==> src/rtl/serial_subtractor.sv <==
`default_nettype none
// ============================================================================
// Module   : serial_subtractor
// Purpose  : Bit-serial unsigned A - B - Bin using one reused adder slice
//            (A + ~B + ~Bin), LSB first.
// Revision : 1.0  initial release
// ============================================================================
module serial_subtractor #(
  parameter int WIDTH = 4
) (
  input  logic             clock,
  input  logic             reset,
  input  logic             io_in_valid,
  output logic             io_in_ready,
  input  logic [WIDTH-1:0] io_A,
  input  logic [WIDTH-1:0] io_B,
  input  logic             io_Bin,
  output logic             io_out_valid,
  input  logic             io_out_ready,
  output logic [WIDTH-1:0] io_Diff,
  output logic             io_Bout
);

  localparam int CW = (WIDTH > 1) ? $clog2(WIDTH) : 1;

  typedef enum logic [1:0] {
    IDLE = 2'd0,
    RUN  = 2'd1,
    DONE = 2'd2
  } state_t;

  state_t           state;
  state_t           state_next;
  logic [CW-1:0]    cnt;
  logic [WIDTH-1:0] a_sh;
  logic [WIDTH-1:0] b_sh;
  logic [WIDTH-1:0] diff_r;
  logic             carry;
  logic             bout_r;

  logic             accept;
  logic             last;
  logic             sum;
  logic             carry_next;
  logic [WIDTH:0]   diff_ext;

  assign accept   = io_in_valid && (state == IDLE);
  assign last     = (cnt == CW'(WIDTH - 1));
  assign diff_ext = {sum, diff_r};

  // Full-adder slice on a_i, ~b_i and the running carry
  always_comb begin
    sum        = a_sh[0] ^ ~b_sh[0] ^ carry;
    carry_next = (a_sh[0] & ~b_sh[0]) | (a_sh[0] & carry) | (~b_sh[0] & carry);
  end

  always_comb begin
    state_next = state;
    case (state)
      IDLE:    if (io_in_valid) state_next = RUN;
      RUN:     if (last)        state_next = DONE;
      DONE:    if (io_out_ready) state_next = IDLE;
      default: state_next = IDLE;
    endcase
  end

  always_ff @(posedge clock or negedge reset) begin
    if (!reset) state <= IDLE;
    else        state <= state_next;
  end

  // Operands shift right so the slice always sees the current bit at [0]
  always_ff @(posedge clock or negedge reset) begin
    if (!reset) begin
      cnt    <= '0;
      a_sh   <= '0;
      b_sh   <= '0;
      diff_r <= '0;
      carry  <= 1'b0;
      bout_r <= 1'b0;
    end else if (accept) begin
      cnt    <= '0;
      a_sh   <= io_A;
      b_sh   <= io_B;
      carry  <= ~io_Bin;
    end else if (state == RUN) begin
      cnt    <= cnt + 1'b1;
      a_sh   <= a_sh >> 1;
      b_sh   <= b_sh >> 1;
      diff_r <= diff_ext[WIDTH:1];
      carry  <= carry_next;
      if (last) bout_r <= ~carry_next;
    end
  end

  assign io_in_ready  = (state == IDLE);
  assign io_out_valid = (state == DONE);
  assign io_Diff      = diff_r;
  assign io_Bout      = bout_r;

endmodule
`default_nettype wire

==> config.mk <==
export PLATFORM = sky130hd
export DESIGN_NAME = serial_subtractor
export DESIGN_NICKNAME = d
export VERILOG_FILES = /design/src/rtl/serial_subtractor.sv
export SDC_FILE = /design/constraint.sdc
export NUM_CORES = 1
export LEC_CHECK = 0
export CAP_MARGIN = 20
export CORE_MARGIN = 10
export CORE_UTILIZATION = 47
export DETAILED_ROUTE_END_ITERATION = 8
export GPL_TIMING_DRIVEN = 0
export PLACE_DENSITY = 0.76
export RECOVER_POWER = 25
export SETUP_SLACK_MARGIN = 0.1
export SYNTH_ARGS = -nofsm -noshare
export SYNTH_HDL_FRONTEND = slang
export SYNTH_SLANG_ARGS = --single-unit
==> constraint.sdc <==
create_clock -name clock -period 1.6 [get_ports clock]
set_clock_uncertainty 0.05 [all_clocks]
set_input_delay 0.32 -clock clock [delete_from_list [all_inputs] [get_ports clock]]
set_output_delay 0.32 -clock clock [all_outputs]
set_load 0.005 [all_outputs]
==> results.toml, run 1 <==
[floorplanning]
die_h_um = 62.3
core_area_um2 = 1710
initial_core_util_pct = 49.3
die-area_um2 = 3880
fp-row-count = 15
io_pins = 20
die_w_um = 62.3

[sta]
period_share_pct = 91.1
tightestPinTransition_ps = 830
finalCriticalPeriod_ps = 1460
final-hold-violation-count = 0
slew_headroom_pct = 44.5
maxSlewViolCount = 0
timing.hold.ws_ps = 372
setup_tns_ps = 0
fmax_mhz = 686
finalSetupViolations = 0
rsz0062_at_grt = "true"
final.setup.worst_slack_ps = 142

[final_layout]
areaGrowthSynthToFinish_pct = 37.0
diodes = 0
layout-drive-gt1-share_pct = 26.2
fin_util_pct = 67.5
nets = 123

[setup_path]
critPathRequiredTime_ps = 1230
startpoint_type = "flip-flop"
cp.arrival_ps = 1090
cp_max_fo = 4
path_class = "flip-flop to output pin"
worstSetupEndpointType = "output pin"

[detailed_routing]
antenna_left = 0
firstDrtPassIters = 4
wl_um = 2080
avgRoutedWirePerCell_um = 15.7
drc = 0
dr.first_iter.drc_count = 10
vias_per_cell = 5.52
via_count = 729

[placement]
gp_congestion = 0.793
portBuffers = 18
dpl_worst_slack_ps = -7.10

[logic_synthesis]
synth_nets = 92
syn_inst = 77
yosysSeqAreaShare_pct = 53.5
ys_ff_latch = 18
synth_area_um2 = 842
synth_cell_types = 21
syn_avg_cell_area_um2 = 10.9
synth.yosys.warnings = 0

[clocking]
clockRootBuffer = "clkbuf_4"
cts_sinks = 18
cts_tree = "built"
ctsLongestPathBuffers = 2
cts_inserted_buffers = 3
path_clk_slew_ps = 100
htreeDepth = 1
clk_latency_ps = 300
hold_buffers = 0

[run_status]
status = "completed"

[global_route]
grt.overflow.total = 0
grt_max_degree = 19
grt_pass1_wl_um = 3590
grt_usage_pct = 11.3
antenna_found_initial = 0
grt_pass1_vias = 785

[flow_run]
cap_violations = 0

[hold_path]
hold_class = "input pin to flip-flop"

[power_and_ir_drop]
power_density_nw_per_um2 = 1990
ir_drop_mv = 1.00
p_leak_nw = 0.517
metal layers:
metal	GRT usage [%]	vias up	routed length, µm
met5	0	-	0
met4	5.87	0	38
met3	3.41	5	182
met2	18.6	42	1010
met1	12.9	347	841
li1	-	335	-
placed cells by master (no fill, tap or decap):
master and n:
dfrtp_1 18, o22ai_1 12, clkdlybuf4s50_1 10, buf_4 8, a21oi_1 7, o21ai_0 6, dlygate4sd2_1 5, inv_1 4
buf_2 4, nor2_1 4, buf_6 3, clkbuf_4 3, mux2_4 2, mux2_2 2, nand3b_1 2, o31ai_1 2
nand2_1 2, nor2_4 1, clkinvlp_4 1, nor2_2 1, clkinv_1 1, nand2b_1 1, nand2b_4 1, nor2b_1 1
o2bb2ai_1 1, o221a_2 1, fa_1 1, ha_1 1, clkbuf_8 1, dlygate4sd3_1 1
synthesized netlist by cell type (all sizes together):
| master | n | area [µm²] |
|---|---|---|
| o2bb2ai | 1 | 8.76 |
| ha | 1 | 12.5 |
| clkinv | 1 | 3.75 |
| dfrtp | 18 | 450 |
| nand2b | 2 | 20.0 |
| o22ai | 12 | 75.1 |
| o31ai | 2 | 15.0 |
| inv | 5 | 18.8 |
| fa | 1 | 20.0 |
| nor2b | 1 | 6.26 |
| a21oi | 7 | 35.0 |
| o21ai | 6 | 30.0 |
| mux2 | 4 | 52.6 |
| nand3b | 2 | 15.0 |
| o221a | 1 | 11.3 |
| nor2 | 6 | 22.5 |
| buf | 5 | 37.5 |
| nand2 | 2 | 7.51 |
worst paths after layout:
kind,startpoint,to,slack [ps],depth (start not counted)
worst max-delay path,state[1],io_out_valid,140,4
worst min-delay path,io_in_valid,state[0],370,3
worst max register to register,state[0],a_sh[1],230,5
worst min register to register,io_Diff[0],io_Diff[0],460,1
max in group asynchronous,reset,cnt[0],490,1
min in group asynchronous,reset,io_Diff[1],500,1
flip-flops by register name (all words and copies together), names as in the netlist:
register	cells
a_sh	4
state	2
cnt	2
io_Bout	1
b_sh	4
io_Diff	4
carry	1
worst max-delay path, cell delays in order (launching register included):
cell	delay (ps)
dfrtp_1	380
buf_6	140
clkinvlp_4	80
nor2_2	70
buf_2	120
what timing repair did:
action,CTS,global route
setup endpoints to repair,7,1
resized for setup,18,1
setup buffers,8,0
final cells by class:
class                   count  area (µm²)
plain buffers               5        43.8
clock buffers               4        36.3
fillers                   139         554
inverters                   6        26.3
multi-input cells          48         342
flip-flops and latches     18         450
well taps                  25        31.3
repair buffers             26         224
power by group:
part / leakage, nW / internal, W / switching (W)
Combinational: 0.280 / 0.000648 / 0.000537
Clock: 0.0210 / 0.000139 / 0.000150
Sequential: 0.216 / 0.000678 / 0.000141
Total: 0.517 / 0.00146 / 0.000828
cells by family after synthesis:
logic type / Yosys count / synth area share, %
flops: 18 / 53.5
buf+inv: 11 / 7.13
compound gates: 29 / 20.8
fa+ha+maj: 2 / 3.86
simple gates: 13 / 8.47
mux: 4 / 6.24
per-stage QoR:
stage	cell area (µm²)	total power (W)	std cells
final	1150	0.00229	132
after global routing	1150	0.00248	132
after CTS	1150	0.00228	132
after detailed placement	1050	0.00188	120
after global placement	1050	0.00185	120
after floorplan	842	0.00151	77
Note: power is estimated with default switching activity, not from simulation.
==> inputs of run 2 (changes only) <==
Settings changed: CAP_MARGIN 20 to not set, CORE_MARGIN 10 to 2.
==> run 2 against run 1 <==
  * Non-clock buffer count unchanged
  * Combinational power about the same
  * Design area decreased by 0.22%
  * Worst hold slack got worse by 9.2 ps
  * Routed wire length is 14% lower
  * Global-route usage increased by 7.8 points
  * Sequential power is essentially flat
  * Cell count is the same
  * Die area decreased by 45%
  * Sequential share of layout area rose by 0.085 points
  * Register-to-register slack lost 60 ps
  * First-iteration DRC count rose by 30%
  * Critical endpoint unchanged
  * Largest cell class unchanged
  * Highest routed layer unchanged
==> results.toml, run 2 (synthesized netlist as in run 1, its figures left out) <==
[clocking]
ctsLongestPathBuffers = 2
clk_latency_ps = 300
cts_tree = "built"
cts_inserted_buffers = 3
path_clk_slew_ps = 110
cts_sinks = 18
htreeDepth = 1
clockRootBuffer = "clkbuf_4"

[global_route]
grt_usage_pct = 19.1
grt_util_met2_pct = 33.1
antenna_found_initial = 0
grt_pass1_vias = 669
grtUsageMet1_pct = 22.6
grt_pass1_wl_um = 2880
grt.busiest_layer = "met2"
use_met3_pct = 2.35
grt_max_degree = 19
grt.overflow.total = 0

[run_status]
status = "completed"

[sta]
tightestPinTransition_ps = 808
fmax_mhz = 674
timing.hold.ws_ps = 363
final-hold-violation-count = 0
period_share_pct = 92.7
rsz0062_at_grt = "true"
slew_headroom_pct = 45.9
finalCriticalPeriod_ps = 1480
finalSetupViolations = 0
maxSlewViolCount = 0
setup_tns_ps = 0

[detailed_routing]
dr.first_iter.drc_count = 13
avgRoutedWirePerCell_um = 13.5
drc = 0
firstDrtPassIters = 4
wl_um = 1790
vias_per_cell = 5.36
via_count = 707
antenna_left = 0

[setup_path]
cp_max_fo = 4
path_class = "flip-flop to output pin"
r2r_cells = 5
cp.arrival_ps = 1110
startpoint_type = "flip-flop"
critPathRequiredTime_ps = 1230
r2r-start = "state[1]"
worstReg2RegEnd = "io_Diff[2]"
worstSetupEndpointType = "output pin"
rrSetupSlack_ps = 170

[hold_path]
holdPathStages = 3
min_to = "state[0]"
min_from = "io_in_valid"
hold_class = "input pin to flip-flop"

[placement]
gp_congestion = 0.769
post-dp-hpwl_um = 1140
portBuffers = 18
dpl_cell_area_um2 = 1050

[floorplanning]
fp-row-count = 15
die_h_um = 46.3
core_area_um2 = 1710
initial_core_util_pct = 49.3
die_w_um = 46.3
io_pins = 20
die-area_um2 = 2150

[final_layout]
fillers = 144
final_common_cell = "dfrtp_1"
fin_area_um2 = 1150
areaGrowthSynthToFinish_pct = 36.7
layout-drive-gt1-share_pct = 25.2
nets = 123
layout_common_cells = "dfrtp_1, o22ai_1, clkdlybuf4s50_1"
diodes = 0
regArea_um2 = 450
multi_input_comb_area_um2 = 339

[flow_run]
cap_violations = 0

[power_and_ir_drop]
power_density_nw_per_um2 = 1960
ir_drop_mv = 0.878
p_leak_nw = 0.517
==> run 2: cell counts in the layout (fill, tap and decap cells not counted) <==
No cell type changed its count.
==> run 2: report_power, final <==
| group | switching [W] | leakage, nW | internal (W) |
|---|---|---|---|
| clock | 0.000152 | 0.0210 | 0.000139 |
| sequential | 0.000139 | 0.216 | 0.000678 |
| combinational | 0.000511 | 0.279 | 0.000643 |
==> run 2: cell type report <==
class                           instances  share of cell area [%]
Sequential cell                        18                    39.1
Multi-Input combinational cell         48                    29.5
Timing Repair Buffer                   26                    19.5
Buffer                                  5                    3.80
Clock buffer                            4                    3.15
Tap cell                               25                    2.72
Inverter                                6                    2.28
==> run 2: how the worst max path moves through the flow <==
| stage | start | endpoint | slack, ps | cells past startpoint |
|---|---|---|---|---|
| global placement | state[1] | io_out_valid | 10 | 4 |
| detailed placement | state[1] | io_out_valid | 20 | 4 |
| global route | state[1] | io_out_valid | 70 | 4 |
| finish | state[1] | io_out_valid | 120 | 4 |
| floorplan | a_sh[0] | io_Diff[3] | 330 | 2 |
| CTS | state[0] | io_in_ready | 50 | 3 |
==> run 2: critical path, stage by stage, from the launching register on <==
cell and delay (ps):
dfrtp_1 390, buf_6 140, clkinvlp_4 80, nor2_1 90
buf_2 110
==> run 2: through the flow <==
step	worst slack (ps)	instances	total power, W	util [%]
after floorplan	328	77	0.00151	-
after global placement	13.4	120	0.00183	61.7
after detailed placement	17.0	120	0.00187	61.7
after CTS	54.8	129	0.00221	66.2
after global routing	70.3	132	0.00243	67.4
final	117	132	0.00226	67.4
==> run 2: what timing repair did <==
action                                  in CTS  in global routing
hold buffers                                 0                  0
buffers inserted                             5                  3
pin swaps                                    0                  1
resized for setup                           13                  5
endpoints found under the setup margin       7                  2
==> run 2: metal layers <==
metal,wire length (µm),up-vias
met3,67,7
met2,867,27
met5,0,-
met4,49,0
li1,-,338
met1,802,335
==> inputs of run 3 (changes only) <==
Settings changed: CORE_UTILIZATION 47 to 50, CTS_BUF_LIST set to sky130_fd_sc_hd__clkbuf_2, PLACE_DENSITY 0.76 to 0.8.
==> run 3 against run 2 <==
  * Clock-buffer cell count decreased by 1
  * First-iteration DRC count increased by 46%
  * Largest cell class unchanged
  * Cell count decreased by 9.1%
  * Design area decreased by 4.0%
  * Total power decreased by 5.0%
  * Worst hold slack improved by 14 ps
  * Via count decreased by 1.8%
  * Flip-flop and latch count unchanged
  * Routed wire length increased by 4.0%
  * Fmax decreased by 1.8%
  * Die area decreased by 5.5%
==> results.toml, run 3 (synthesized netlist as in run 1, its figures left out) <==
[run_status]
status = "completed"

[final_layout]
areaGrowthSynthToFinish_pct = 31.2
final_common_cell = "dfrtp_1"
layout-drive-gt1-share_pct = 23.1
fin_util_pct = 71.7
nets = 121
diodes = 0
layout_common_cells = "dfrtp_1, o22ai_1, clkdlybuf4s50_1"
fin_area_um2 = 1100

[global_route]
grt_pass1_wl_um = 3110
grt_max_degree = 19
antenna_found_initial = 0
grt.overflow.total = 0
grt_pass1_vias = 675
grt_usage_pct = 21.4

[sta]
slew_headroom_pct = 44.2
fmax_mhz = 662
final-hold-violation-count = 0
finalCriticalPeriod_ps = 1510
finalSetupViolations = 0
rsz0062_at_grt = "true"
period_share_pct = 94.3
tightestPinTransition_ps = 834
maxSlewViolCount = 0

[power_and_ir_drop]
p_leak_nw = 0.497
p_total_w = 0.00215
power_density_nw_per_um2 = 1940
ir_drop_mv = 1.07

[detailed_routing]
drt-met1-wl_um = 801
met3_length_um = 65
vias_per_cell = 5.78
via_count = 694
antenna_left = 0
avgRoutedWirePerCell_um = 15.5
wl_um = 1860
dr.first_iter.drc_count = 19
top_layer = "met4"
met2_length_um = 966
drc = 0
firstDrtPassIters = 4

[clocking]
cts_inserted_buffers = 3
cts_sinks = 18
cts_tree = "built"
path_clk_slew_ps = 160
hold_buffers = 0
clk_latency_ps = 290
clockRootBuffer = "clkbuf_2"
htreeDepth = 1
ctsLongestPathBuffers = 2

[floorplanning]
die_w_um = 45.0
io_pins = 20
die-area_um2 = 2030
die_h_um = 45.0
core_area_um2 = 1540
fp-row-count = 14
initial_core_util_pct = 54.6

[setup_path]
worstSetupEndpointType = "output pin"
path_class = "flip-flop to output pin"
startpoint_type = "flip-flop"
critPathRequiredTime_ps = 1230
cp_max_fo = 4
cp.arrival_ps = 1140

[placement]
dpl_cell_area_um2 = 1040
portBuffers = 18
gp_congestion = 0.784

[hold_path]
hold_class = "input pin to flip-flop"

[flow_run]
cap_violations = 0
[run 3: cell count changes in the layout (fill, tap and decap cells not counted), sizes merged]
cell / before / now
buf: 15 / 12
[run 3: critical path: stages (launching register included)]
cell and delay, ps:
dfrtp_1 410, buf_6 140, clkinvlp_4 90, nor2_2 90
buf_2 120
[run 3: cell type report]
class	instances	area, µm²
tap	16	20.0
inverter	6	26.3
timing repair buffer	24	209
fill	132	437
clock buffer	3	15.0
multi-input combinational	48	342
buffer	5	42.5
sequential	18	450
[run 3: worst paths after layout]
kind                             start            to  slack (ps)  cells past startpoint
min in group asynchronous        reset      state[0]         500                      1
max                           state[1]  io_out_valid          90                      4
max reg2reg                   state[1]    io_Diff[1]         160                      5
max in group asynchronous        reset       b_sh[3]         490                      1
min                        io_in_valid      state[0]         380                      3
min reg2reg                     cnt[0]        cnt[0]         470                      1
[run 3: report_power, final]
part,internal (W),switching (W)
clock network,0.0000511,0.000131
registers,0.000676,0.000138
logic,0.000617,0.000534
[run 3: routing by layer]
| metal | global-route usage, % | up-vias |
|---|---|---|
| met5 | 0 | - |
| met4 | 8.24 | 0 |
| met3 | 2.80 | 4 |
| met2 | 34.0 | 18 |
| met1 | 29.9 | 339 |
| li1 | - | 333 |
[run 3: per-stage QoR]
step | setup WS (ps) | TNS (ps) | hold WS (ps) | instances
6_report | 90.5 | 0 | 377 | 120
5_1_grt | 31.5 | 0 | 392 | 120
4_1_cts | 86.2 | 0 | 370 | 120
3_5_place_dp | -45.1 | -45.1 | 442 | 111
3_3_place_gp | 27.6 | 0 | 420 | 111
2_1_floorplan | 328 | 0 | -25.6 | 77
[run 3: timing repair]
action / in CTS / in global routing
setup buffers: 6 / 0
endpoints found under the setup margin: 7 / 1
gates resized for setup: 18 / 1
